===== src/rtl/wmst_pkg.sv =====
// Shared constants, derivation helpers and state enums for the output feature-map
// write-master feeder.
package wmst_pkg;

  typedef enum logic {
    X_IDLE = 1'b0,
    X_RUN  = 1'b1
  } xfer_state_e;

  typedef enum logic {
    CIDLE = 1'b0,
    CWAIT = 1'b1
  } cmd_state_e;

  function automatic int wcnt_f(input int dw, input int xdw);
    return xdw / dw;
  endfunction

  function automatic int beat_bytes_f(input int xdw);
    return xdw / 8;
  endfunction

  function automatic int burst_beats_f(input int blen, input int wcnt);
    return blen / wcnt;
  endfunction

  function automatic logic [31:0] ceil_div_f(input logic [31:0] a, input logic [31:0] b);
    return (a + b - 32'd1) / b;
  endfunction

endpackage


===== src/rtl/wmst_beat_packer.sv =====
// Packs FIFO words into write-master beats: lane assembly, zero-padding of the tail,
// the output beat register and the FIFO pop gating that keeps it from overrunning.
module wmst_beat_packer
  import wmst_pkg::*;
#(
  parameter int DW  = 32,
  parameter int XDW = 128,
  parameter int AW  = 16
) (
  input  logic           clk,
  input  logic           rst,
  input  logic           run_i,
  input  logic           clr_i,
  input  logic [AW-1:0]  len_i,
  input  logic [DW-1:0]  fifo_data,
  input  logic           fifo_empty,
  input  logic           push_i,
  output logic           fifo_pop_o,
  output logic [XDW-1:0] beat_data_o,
  output logic           occupied_o
);

  localparam int WCNT = wcnt_f(DW, XDW);
  localparam int LW   = $clog2(WCNT);

  logic [AW-1:0]  popped_q, popped_d;
  logic           pend_q, pend_d;
  logic [LW-1:0]  pend_lane_q, pend_lane_d;
  logic           pend_last_q, pend_last_d;
  logic [XDW-1:0] asm_q, asm_d;
  logic [XDW-1:0] beat_q, beat_d;
  logic           occ_q, occ_d;

  logic           load_s, occ_next_s, pop_s, pop_last_s, pop_completes_s;
  logic [AW:0]    popped_inc_s;
  logic [XDW-1:0] asm_lane_s;

  // A word popped now lands next cycle; hold it back if it would finish a beat the register cannot take.
  always_comb begin
    load_s          = pend_q && ((pend_lane_q == LW'(WCNT - 1)) || pend_last_q);
    occ_next_s      = load_s || (occ_q && !push_i);
    popped_inc_s    = {1'b0, popped_q} + {{AW{1'b0}}, 1'b1};
    pop_last_s      = (popped_inc_s == {1'b0, len_i});
    pop_completes_s = (popped_q[LW-1:0] == LW'(WCNT - 1)) || pop_last_s;
    pop_s           = run_i && !fifo_empty && (popped_q < len_i) && !(pop_completes_s && occ_next_s);

    asm_lane_s = asm_q;
    for (int i = 0; i < WCNT; i++) begin
      if (pend_q && (pend_lane_q == LW'(i))) begin
        asm_lane_s[i*DW +: DW] = fifo_data;
      end else begin
        asm_lane_s[i*DW +: DW] = asm_q[i*DW +: DW];
      end
    end

    popped_d    = popped_q;
    pend_d      = pop_s;
    pend_lane_d = popped_q[LW-1:0];
    pend_last_d = pop_last_s;
    asm_d       = asm_q;
    beat_d      = beat_q;
    occ_d       = occ_q;
    if (clr_i) begin
      popped_d = '0;
      pend_d   = 1'b0;
      asm_d    = '0;
      occ_d    = 1'b0;
    end else begin
      if (pop_s) begin
        popped_d = popped_inc_s[AW-1:0];
      end else begin
        popped_d = popped_q;
      end
      // Assembly restarts from all-zero lanes, so a short final beat is padded for free.
      if (load_s) begin
        beat_d = asm_lane_s;
        asm_d  = '0;
        occ_d  = 1'b1;
      end else if (push_i) begin
        asm_d = asm_lane_s;
        occ_d = 1'b0;
      end else begin
        asm_d = asm_lane_s;
        occ_d = occ_q;
      end
    end
  end

  // State registers.
  always_ff @(posedge clk or posedge rst) begin
    if (rst) begin
      popped_q    <= '0;
      pend_q      <= 1'b0;
      pend_lane_q <= '0;
      pend_last_q <= 1'b0;
      asm_q       <= '0;
      beat_q      <= '0;
      occ_q       <= 1'b0;
    end else begin
      popped_q    <= popped_d;
      pend_q      <= pend_d;
      pend_lane_q <= pend_lane_d;
      pend_last_q <= pend_last_d;
      asm_q       <= asm_d;
      beat_q      <= beat_d;
      occ_q       <= occ_d;
    end
  end

  assign fifo_pop_o  = pop_s;
  assign beat_data_o = beat_q;
  assign occupied_o  = occ_q;

endmodule


===== src/rtl/wmst_out_fm_packer.sv =====
// Store-FIFO to Avalon write-master feeder: transfer control, beat counters and burst
// command FSM. Define WMST_STALL_CNT_EN to add the stall_cycles output.
module wmst_out_fm_packer
  import wmst_pkg::*;
#(
  parameter int DW   = 32,
  parameter int XDW  = 128,
  parameter int XAW  = 32,
  parameter int AW   = 16,
  parameter int CW   = 16,
  parameter int BLEN = 8
) (
  input  logic           clk,
  input  logic           rst,
`ifdef WMST_STALL_CNT_EN
  output logic [31:0]    stall_cycles,
`endif
  input  logic           xfer_start,
  input  logic [XAW-1:0] xfer_base,
  input  logic [AW-1:0]  xfer_len,
  output logic           xfer_busy,
  output logic           xfer_done,
  input  logic [DW-1:0]  fifo_data,
  input  logic           fifo_empty,
  output logic           fifo_pop,
  output logic           wmst_fixed_location,
  output logic [XAW-1:0] wmst_write_base,
  output logic [CW-1:0]  wmst_write_length,
  output logic           wmst_go,
  input  logic           wmst_done,
  output logic [XDW-1:0] wmst_user_write_data,
  output logic           wmst_user_write_buffer,
  input  logic           wmst_user_buffer_full
);

  localparam int WCNT        = wcnt_f(DW, XDW);
  localparam int BEAT_BYTES  = beat_bytes_f(XDW);
  localparam int BURST_BEATS = burst_beats_f(BLEN, WCNT);
  localparam int BB_SH       = $clog2(BEAT_BYTES);

  xfer_state_e    xst_q, xst_d;
  cmd_state_e     cst_q, cst_d;
  logic [XAW-1:0] base_q, base_d;
  logic [AW-1:0]  len_q, len_d;
  logic [AW-1:0]  beats_q, beats_d;
  logic [AW-1:0]  pushed_q, pushed_d;
  logic [AW-1:0]  issued_q, issued_d;
  logic           done_q, done_d;
  logic           go_q, go_d;
  logic [XAW-1:0] wbase_q, wbase_d;
  logic [CW-1:0]  wlen_q, wlen_d;
  logic [1:0]     ign_q, ign_d;
  logic           low_q, low_d;

  logic           start_s, push_s, occ_s, go_s;
  logic [AW-1:0]  avail_s, nb_s;

  wmst_beat_packer #(.DW(DW), .XDW(XDW), .AW(AW)) u_packer (
    .clk         (clk),
    .rst         (rst),
    .run_i       (xst_q == X_RUN),
    .clr_i       (start_s),
    .len_i       (len_q),
    .fifo_data   (fifo_data),
    .fifo_empty  (fifo_empty),
    .push_i      (push_s),
    .fifo_pop_o  (fifo_pop),
    .beat_data_o (wmst_user_write_data),
    .occupied_o  (occ_s)
  );

  // Transfer and command next-state; the go decision uses counts before this cycle's push.
  always_comb begin
    push_s  = occ_s && !wmst_user_buffer_full;
    start_s = xfer_start && (xst_q == X_IDLE) && !done_q;
    avail_s = pushed_q - issued_q;
    nb_s    = (avail_s >= AW'(BURST_BEATS)) ? AW'(BURST_BEATS) : avail_s;
    go_s    = (xst_q == X_RUN) && (cst_q == CIDLE) && wmst_done &&
              ((avail_s >= AW'(BURST_BEATS)) || ((pushed_q == beats_q) && (pushed_q != issued_q)));

    xst_d    = xst_q;
    cst_d    = cst_q;
    base_d   = base_q;
    len_d    = len_q;
    beats_d  = beats_q;
    pushed_d = pushed_q;
    issued_d = issued_q;
    done_d   = 1'b0;
    go_d     = 1'b0;
    wbase_d  = wbase_q;
    wlen_d   = wlen_q;
    ign_d    = ign_q;
    low_d    = low_q;

    case (xst_q)
      X_IDLE: begin
        if (start_s) begin
          base_d   = xfer_base;
          len_d    = xfer_len;
          beats_d  = AW'(ceil_div_f(32'(xfer_len), 32'(WCNT)));
          pushed_d = '0;
          issued_d = '0;
          cst_d    = CIDLE;
          if (xfer_len == '0) begin
            done_d = 1'b1;
          end else begin
            xst_d = X_RUN;
          end
        end else begin
          xst_d = X_IDLE;
        end
      end
      X_RUN: begin
        if (push_s) begin
          pushed_d = pushed_q + AW'(1);
        end else begin
          pushed_d = pushed_q;
        end
        case (cst_q)
          CIDLE: begin
            if (go_s) begin
              go_d     = 1'b1;
              wbase_d  = base_q + (XAW'(issued_q) << BB_SH);
              wlen_d   = CW'(nb_s) << BB_SH;
              issued_d = issued_q + nb_s;
              ign_d    = 2'd2;
              low_d    = 1'b0;
              cst_d    = CWAIT;
            end else begin
              cst_d = CIDLE;
            end
          end
          CWAIT: begin
            // Skip the go cycle and the one after, then require done low before accepting high.
            if (ign_q != 2'd0) begin
              ign_d = ign_q - 2'd1;
            end else if (!wmst_done) begin
              low_d = 1'b1;
            end else if (low_q) begin
              cst_d = CIDLE;
              if (issued_q == beats_q) begin
                done_d = 1'b1;
                xst_d  = X_IDLE;
              end else begin
                xst_d = X_RUN;
              end
            end else begin
              cst_d = CWAIT;
            end
          end
          default: cst_d = CIDLE;
        endcase
      end
      default: xst_d = X_IDLE;
    endcase
  end

  // State registers.
  always_ff @(posedge clk or posedge rst) begin
    if (rst) begin
      xst_q    <= X_IDLE;
      cst_q    <= CIDLE;
      base_q   <= '0;
      len_q    <= '0;
      beats_q  <= '0;
      pushed_q <= '0;
      issued_q <= '0;
      done_q   <= 1'b0;
      go_q     <= 1'b0;
      wbase_q  <= '0;
      wlen_q   <= '0;
      ign_q    <= 2'd0;
      low_q    <= 1'b0;
    end else begin
      xst_q    <= xst_d;
      cst_q    <= cst_d;
      base_q   <= base_d;
      len_q    <= len_d;
      beats_q  <= beats_d;
      pushed_q <= pushed_d;
      issued_q <= issued_d;
      done_q   <= done_d;
      go_q     <= go_d;
      wbase_q  <= wbase_d;
      wlen_q   <= wlen_d;
      ign_q    <= ign_d;
      low_q    <= low_d;
    end
  end

`ifdef WMST_STALL_CNT_EN
  logic [31:0] stall_q;

  // Saturating count of cycles a ready beat is held back by a full write-master buffer.
  always_ff @(posedge clk or posedge rst) begin
    if (rst) begin
      stall_q <= 32'd0;
    end else if (start_s) begin
      stall_q <= 32'd0;
    end else if (occ_s && wmst_user_buffer_full && (stall_q != 32'hFFFF_FFFF)) begin
      stall_q <= stall_q + 32'd1;
    end else begin
      stall_q <= stall_q;
    end
  end

  assign stall_cycles = stall_q;
`endif

  assign xfer_busy              = (xst_q == X_RUN);
  assign xfer_done              = done_q;
  assign wmst_go                = go_q;
  assign wmst_write_base        = wbase_q;
  assign wmst_write_length      = wlen_q;
  assign wmst_fixed_location    = 1'b0;
  assign wmst_user_write_buffer = push_s;

endmodule


===== config.mk =====
export PLATFORM = sky130hd
export DESIGN_NAME = wmst_out_fm_packer
export DESIGN_NICKNAME = d
export VERILOG_FILES = /design/src/rtl/wmst_pkg.sv /design/src/rtl/wmst_beat_packer.sv /design/src/rtl/wmst_out_fm_packer.sv
export SDC_FILE = /design/constraint.sdc
export NUM_CORES = 1
export LEC_CHECK = 0
export ABC_AREA = 1
export BUFFER_PORTS_ARGS = -buffer_cell sky130_fd_sc_hd__buf_2
export CELL_PAD_IN_SITES_DETAIL_PLACEMENT = 0
export CELL_PAD_IN_SITES_GLOBAL_PLACEMENT = 2
export CORE_ASPECT_RATIO = 0.9
export CORE_UTILIZATION = 39
export CTS_CLUSTER_SIZE = 12
export DETAILED_ROUTE_END_ITERATION = 10
export PLACE_DENSITY_LB_ADDON = 0.1
export SYNTH_ARGS = -nofsm -noshare
export SYNTH_HDL_FRONTEND = slang
export SYNTH_SLANG_ARGS = --single-unit

===== constraint.sdc =====
create_clock -name clk -period 37.8 [get_ports clk]
set_clock_uncertainty 0.15 [all_clocks]
set_input_delay 1.89 -clock clk [delete_from_list [all_inputs] [get_ports clk]]
set_output_delay 1.89 -clock clk [all_outputs]
set_load 0.01 [all_outputs]

==> results.toml, run 1 <==
[final_layout]
final_common_cell = "nand2_1"
utilization_pct = 46.2
layout-drive-gt1-share_pct = 16.7
layout_common_cells = "nand2_1 (550), dfrtp_1 (423), buf_2 (262)"
final_area_sq_um = 23900
area_delta_synth_final_pct = 16.9
finalNetCount = 2683

[floorplan]
die_h_um = 219
die_x_um = 244
dieArea_sq_um = 53400
row_count = 79
start_util_pct = 39.5
ios = 268
core_area_sq_um = 51800

[setup_path]
worstPathArrival_ps = 3740
reg2reg_depth = 29
cp-start-kind = "flip-flop"
timing.rr.start = "issued_q[11]"
crit_path_end = "fifo_pop"
crit_type = "reg2out"
endpoint_kind = "output pin"
required_ps = 35760
critPathLaunch = "u_packer.popped_q[0]"
path_max_fanout = 30
reg2reg_slack_ps = 32790
reg2reg_to = "issued_q[12]"

[cts]
numCtsBuffers = 48
cts_tree = "yes"
clk_pin_slew_ps = 50
ctsHoldBuffers = 0
cts_max_level = 2
root_buffer = "clkbuf_16"
clkLatencyLatePin_ps = 590
postCtsSetupBuffers = 0
clock-sinks = 423
cts_resized = 0
cts_max_path_buffers = 3

[run]
maxCapViolCount = 0

[sta]
relSlewSlack_pct = 24.9
fmax_mhz = 173
finalSetupViolations = 0
fin_setup_tns_ps = 0
hold_violations = 0
slew_viol_final = 0
period_minus_slack_ps = 5780
max_slew.worst_pin.slew_ps = 1130
rsz0062_at_grt = "false"
finalCritPeriodShare_pct = 15.3

[routing]
avgRoutedWirePerCell_um = 17.9
post_drt_via_cell_ratio = 4.99
drc = 0
first_pass_iters = 5
via_count = 16200
wl_um = 58200
drtIter0Drc = 1098
final_antenna_net_count = 0

[worst_hold_path]
hp-class = "reg2reg"
whs_path_depth = 2

[logic_synthesis]
netlist_area_sq_um = 20500
yosys.area.top_type_share_pct = 51.7
synth_cell_type_count = 58
synth-async-reset-ratio_pct = 100
synthTopCellsByArea = "dfrtp_1 (52%), nand2_1 (10%), mux2i_1 (6.3%)"
ys_seq_elements = 423
syn_inst = 2283
ys.flop_type = "dfrtp_1"
synth_edf_count = 0
synth_top_area_cell = "dfrtp_1"
syn_avg_cell_area_sq_um = 8.97
ys_seq_area_share_pct = 51.7
synth_warnings = 0

[power]
leakage_nw = 12.7
ir_worst_vdd_v = 0.0000341
power_density_nw_per_um2 = 78.9

[placement]
dpl_cell_area_sq_um = 22400
place_congestion = 0.862
io_buffers = 262
dpl.hpwl_um = 40700

[grt]
use_met3_pct = 3.20
grt_usage_pct = 21.8
grt-ovfl-total = 0
grt-busiest-layer = "met2"
grt_pass1_vias = 15700
grt_max_degree = 165
use_met2_pct = 33.3
grt_pass1_wl_um = 90900
grtUsageMet1_pct = 31.9
antenna_found_initial = 1

[run_status]
status = "completed"
-- sequential cells by signal (all words and copies together) (netlist names) --
signal                count
xfer_done                 1
xfer_busy                 1
u_packer.occupied_o       1
u_packer.pend_last_q      1
cst_q                     1
pushed_q                 16
wmst_write_base          32
low_q                     1
wmst_go                   1
wmst_write_length        12
beats_q                  15
u_packer.asm_q          128
base_q                   32
u_packer.pend_lane_q      2
len_q                    16
u_packer.beat_data_o    128
u_packer.pend_q           1
ign_q                     2
issued_q                 16
u_packer.popped_q        16
-- worst min-delay path by stage --
stage                              from                       end  slack [ps]
4_1_cts                       base_q[3]        wmst_write_base[3]         320
6_report                      base_q[3]        wmst_write_base[3]         320
3_5_place_dp                  base_q[3]        wmst_write_base[3]         310
3_3_place_gp                  base_q[3]        wmst_write_base[3]         310
5_1_grt        u_packer.beat_data_o[46]  u_packer.beat_data_o[46]         340
2_1_floorplan      u_packer.popped_q[1]   u_packer.pend_lane_q[1]         290
-- cells in the mapped netlist (7+ instances only) --
| master | count |
|---|---|
| xor2_1 | 42 |
| nor2_2 | 9 |
| xnor2_1 | 15 |
| o21ai_1 | 29 |
| buf_1 | 10 |
| clkbuf_1 | 58 |
| nand2_2 | 19 |
| o21ai_0 | 196 |
| inv_2 | 9 |
| nand2_1 | 551 |
| o21ai_2 | 10 |
| nor4_1 | 10 |
| o31ai_1 | 9 |
| mux2i_1 | 128 |
| inv_1 | 188 |
| nand3_1 | 96 |
| nand4_1 | 24 |
| o22ai_1 | 15 |
| ha_1 | 64 |
| a21oi_1 | 65 |
| nor3_1 | 21 |
| nor2_1 | 199 |
| buf_4 | 8 |
| buf_2 | 11 |
| dfrtp_1 | 423 |
| or2_2 | 7 |
-- through the flow --
stage                     instances  hold slack [ps]  power (mW)  worst slack (ps)
after floorplan                2300              288        1.19             23980
after global placement         3168              309        1.43             31790
after detailed placement       3168              310        1.44             31730
after CTS                      3252              324        1.91             31920
after global routing           3253              343        2.04             31680
final                          3253              321        1.89             32020
-- critical path, cell delays in order, from the launching register on --
cell and delay [ps]:
dfrtp_1 450, ha_1 250, nand2_1 110, nor2_4 150, nand3_2 160, nor2_2 210, nand2_2 90, o21bai_2 140
nand2_1 90, nand2_1 60, nand3_1 70, nor2_1 170, nand4_1 210, nand2_1 120, nand2_1 70, nand2_2 440
inv_2 160, buf_2 180
-- cell type report --
class	instances	area, sq um
fillers	5066	27900
flip-flops and latches	423	10600
multi-input cells	1585	8770
clock buffers	74	1450
repair buffers	274	1430
well taps	688	861
inverters	198	753
clock inverters	10	82.6
diodes	1	2.50
-- report_power, final --
part,total (mW),leakage [nW],internal (mW),switching (mW)
combinational,0.712,6.58,0.263,0.449
clock,0.454,0.757,0.263,0.191
sequential,0.721,5.37,0.615,0.106
total,1.89,12.7,1.14,0.746
-- cell families (layout without fill, tap and decap cells) --
family                   Yosys count  after routing  share of synthesized area [%]
AND/OR/NAND/NOR                  964            964                           19.9
flip-flops                       423            423                           51.7
adder cells (fa/ha/maj)           67             67                           4.20
XOR/XNOR                          59             59                           2.63
AO/OA/AOI/OAI                    349            349                           9.32
other                              1             19                         0.0183
buffers and inverters            292            556                           5.94
multiplexers                     128            128                           6.26
-- routing by layer --
metal	up-vias	part of all wire [%]
met5	-	0
met4	0	2.1
li1	7980	-
met2	348	45
met3	75	4.5
met1	7827	49
Note: power is estimated with default switching activity, not from simulation.
==> run 2: changes to the inputs <==
--- a/config.mk
+++ b/config.mk
@@ -10,7 +10,7 @@
 export CELL_PAD_IN_SITES_DETAIL_PLACEMENT = 0
 export CELL_PAD_IN_SITES_GLOBAL_PLACEMENT = 2
 export CORE_ASPECT_RATIO = 0.9
-export CORE_UTILIZATION = 39
+export CORE_UTILIZATION = 32
 export CTS_CLUSTER_SIZE = 12
 export DETAILED_ROUTE_END_ITERATION = 10
 export PLACE_DENSITY_LB_ADDON = 0.1
==> constraint.sdc (replaced) <==
create_clock -name clk -period 5.2 [get_ports clk]
set_clock_uncertainty 0.15 [all_clocks]
set_input_delay 0.26 -clock clk [delete_from_list [all_inputs] [get_ports clk]]
set_output_delay 0.26 -clock clk [all_outputs]
set_load 0.01 [all_outputs]
==> results.toml, run 2 (synthesis results as in run 1) <==
[run_status]
status = "completed"

[final_layout]
layout_common_cells = "nand2_1 (550), dfrtp_1 (423), buf_2 (262)"
layout-drive-gt1-share_pct = 16.3
utilization_pct = 39.9
diodes = 0
final_area_sq_um = 25100
area_delta_synth_final_pct = 22.5
finalNetCount = 2779
fin_cells = 3507
final_common_cell = "nand2_1"

[cts]
cts_max_level = 2
clk_pin_slew_ps = 70
cts_max_path_buffers = 3
clkLatencyLatePin_ps = 600
cts_tree = "yes"
clock-sinks = 423
numCtsBuffers = 48
root_buffer = "clkbuf_16"
postCtsSetupBuffers = 0

[power]
ir_worst_vdd_v = 0.000262
leakage_nw = 13.1
power_density_nw_per_um2 = 554
total_power_mw = 13.9

[setup_path]
cpMaxStageDelayCell = "dfrtp_1"
crit_type = "reg2reg"
endpoint_kind = "flip-flop"
required_ps = 5490
cp-start-kind = "flip-flop"
path_max_fanout = 8
slowest_delay_ps = 500
cp_common_cell = "nand2_1"
worstPathArrival_ps = 4930

[grt]
grt_usage_pct = 19.3
grt-ovfl-total = 0
use_met3_pct = 3.21
antenna_found_initial = 0
grtUsageMet1_pct = 27.4
grt_pass1_wl_um = 97500
grt_max_degree = 154
use_met2_pct = 30.4
grt_pass1_vias = 16400
grt-busiest-layer = "met2"

[sta]
relSlewSlack_pct = 30.8
finalSetupViolations = 0
slew_viol_final = 0
period_minus_slack_ps = 4640
fmax_mhz = 216
finalCritPeriodShare_pct = 89.2
max_slew.worst_pin.slew_ps = 1040
fin_setup_tns_ps = 0
hold_violations = 0
holdWs_ps = 257
setup_ws_ps = 562
rsz0062_at_grt = "false"

[routing]
drc = 0
drtIter0Drc = 1018
post_drt_via_cell_ratio = 4.70
via_count = 16500
wl_um = 62400
first_pass_iters = 5
avgRoutedWirePerCell_um = 17.8
final_antenna_net_count = 0

[placement]
io_buffers = 262
place_congestion = 0.856
dpl.hpwl_um = 44000
dp_cells = 3336
dpl_cell_area_sq_um = 22700
dp_worst_setup_slack_ps = 384

[floorplan]
ios = 268
row_count = 87
dieArea_sq_um = 65000
start_util_pct = 32.5
core_area_sq_um = 62900
die_x_um = 269
die_h_um = 242

[worst_hold_path]
hp-class = "in2reg"

[run]
maxCapViolCount = 0
## run 2: cell types whose count changed in the layout (fill, tap and decap cells not counted), moves of 2 or more
cell           delta
buf_12            +2
buf_4             +9
bufinv_16         +2
clkbuf_1          +6
clkbuf_8          -5
dlygate4sd3_1    +85
o21ai_0           -2
o21ai_1           +2
## run 2: critical path: cells and delay by family (launching register included)
kind / cells / cell delay [ps]
compound gates: 6 / 970
xor+xnor: 1 / 150
fa+ha+maj: 3 / 1000
buf+inv: 3 / 270
flops: 1 / 500
simple gates: 15 / 1420
## run 2: timing repair
action	4_1_cts	5_1_grt
hold endpoints to repair	508	0
hold buffers	85	0
gates resized for setup	0	2
setup endpoints to repair	0	1
## run 2: cell type report
| class | count | area (sq um) |
|---|---|---|
| clock buffers | 75 | 1400 |
| clock inverters | 11 | 139 |
| fillers | 6493 | 37800 |
| inverters | 198 | 749 |
| multi-input cells | 1585 | 8770 |
| flip-flops and latches | 423 | 10600 |
| well taps | 845 | 1060 |
| repair buffers | 370 | 2380 |
## run 2: path summary, 6_finish.rpt
kind / cells past startpoint / to / start / slack [ps]
max: 28 / issued_q[12] / issued_q[0] / 560
min: 4 / u_packer.pend_q / fifo_empty / 260
max reg2reg: 28 / issued_q[12] / issued_q[0] / 560
min reg2reg: 2 / wmst_write_base[2] / base_q[2] / 320
max in group asynchronous: 5 / u_packer.beat_data_o[18] / rst / 3060
min in group asynchronous: 4 / base_q[23] / rst / 600
## run 2: per-layer routing
layer  wire length [um]  vias to the layer above
li1                   -                     8148
met1              30000                     7974
met5                  0                        -
met4               1200                        0
met3               2720                       67
met2              28400                      288
## run 2: power breakdown
part / switching, mW / leakage [nW] / internal, mW
Combinational: 3.41 / 7.00 / 2.00
Sequential: 0.662 / 5.37 / 4.47
Clock: 1.41 / 0.757 / 1.95
Total: 5.48 / 13.1 / 8.43
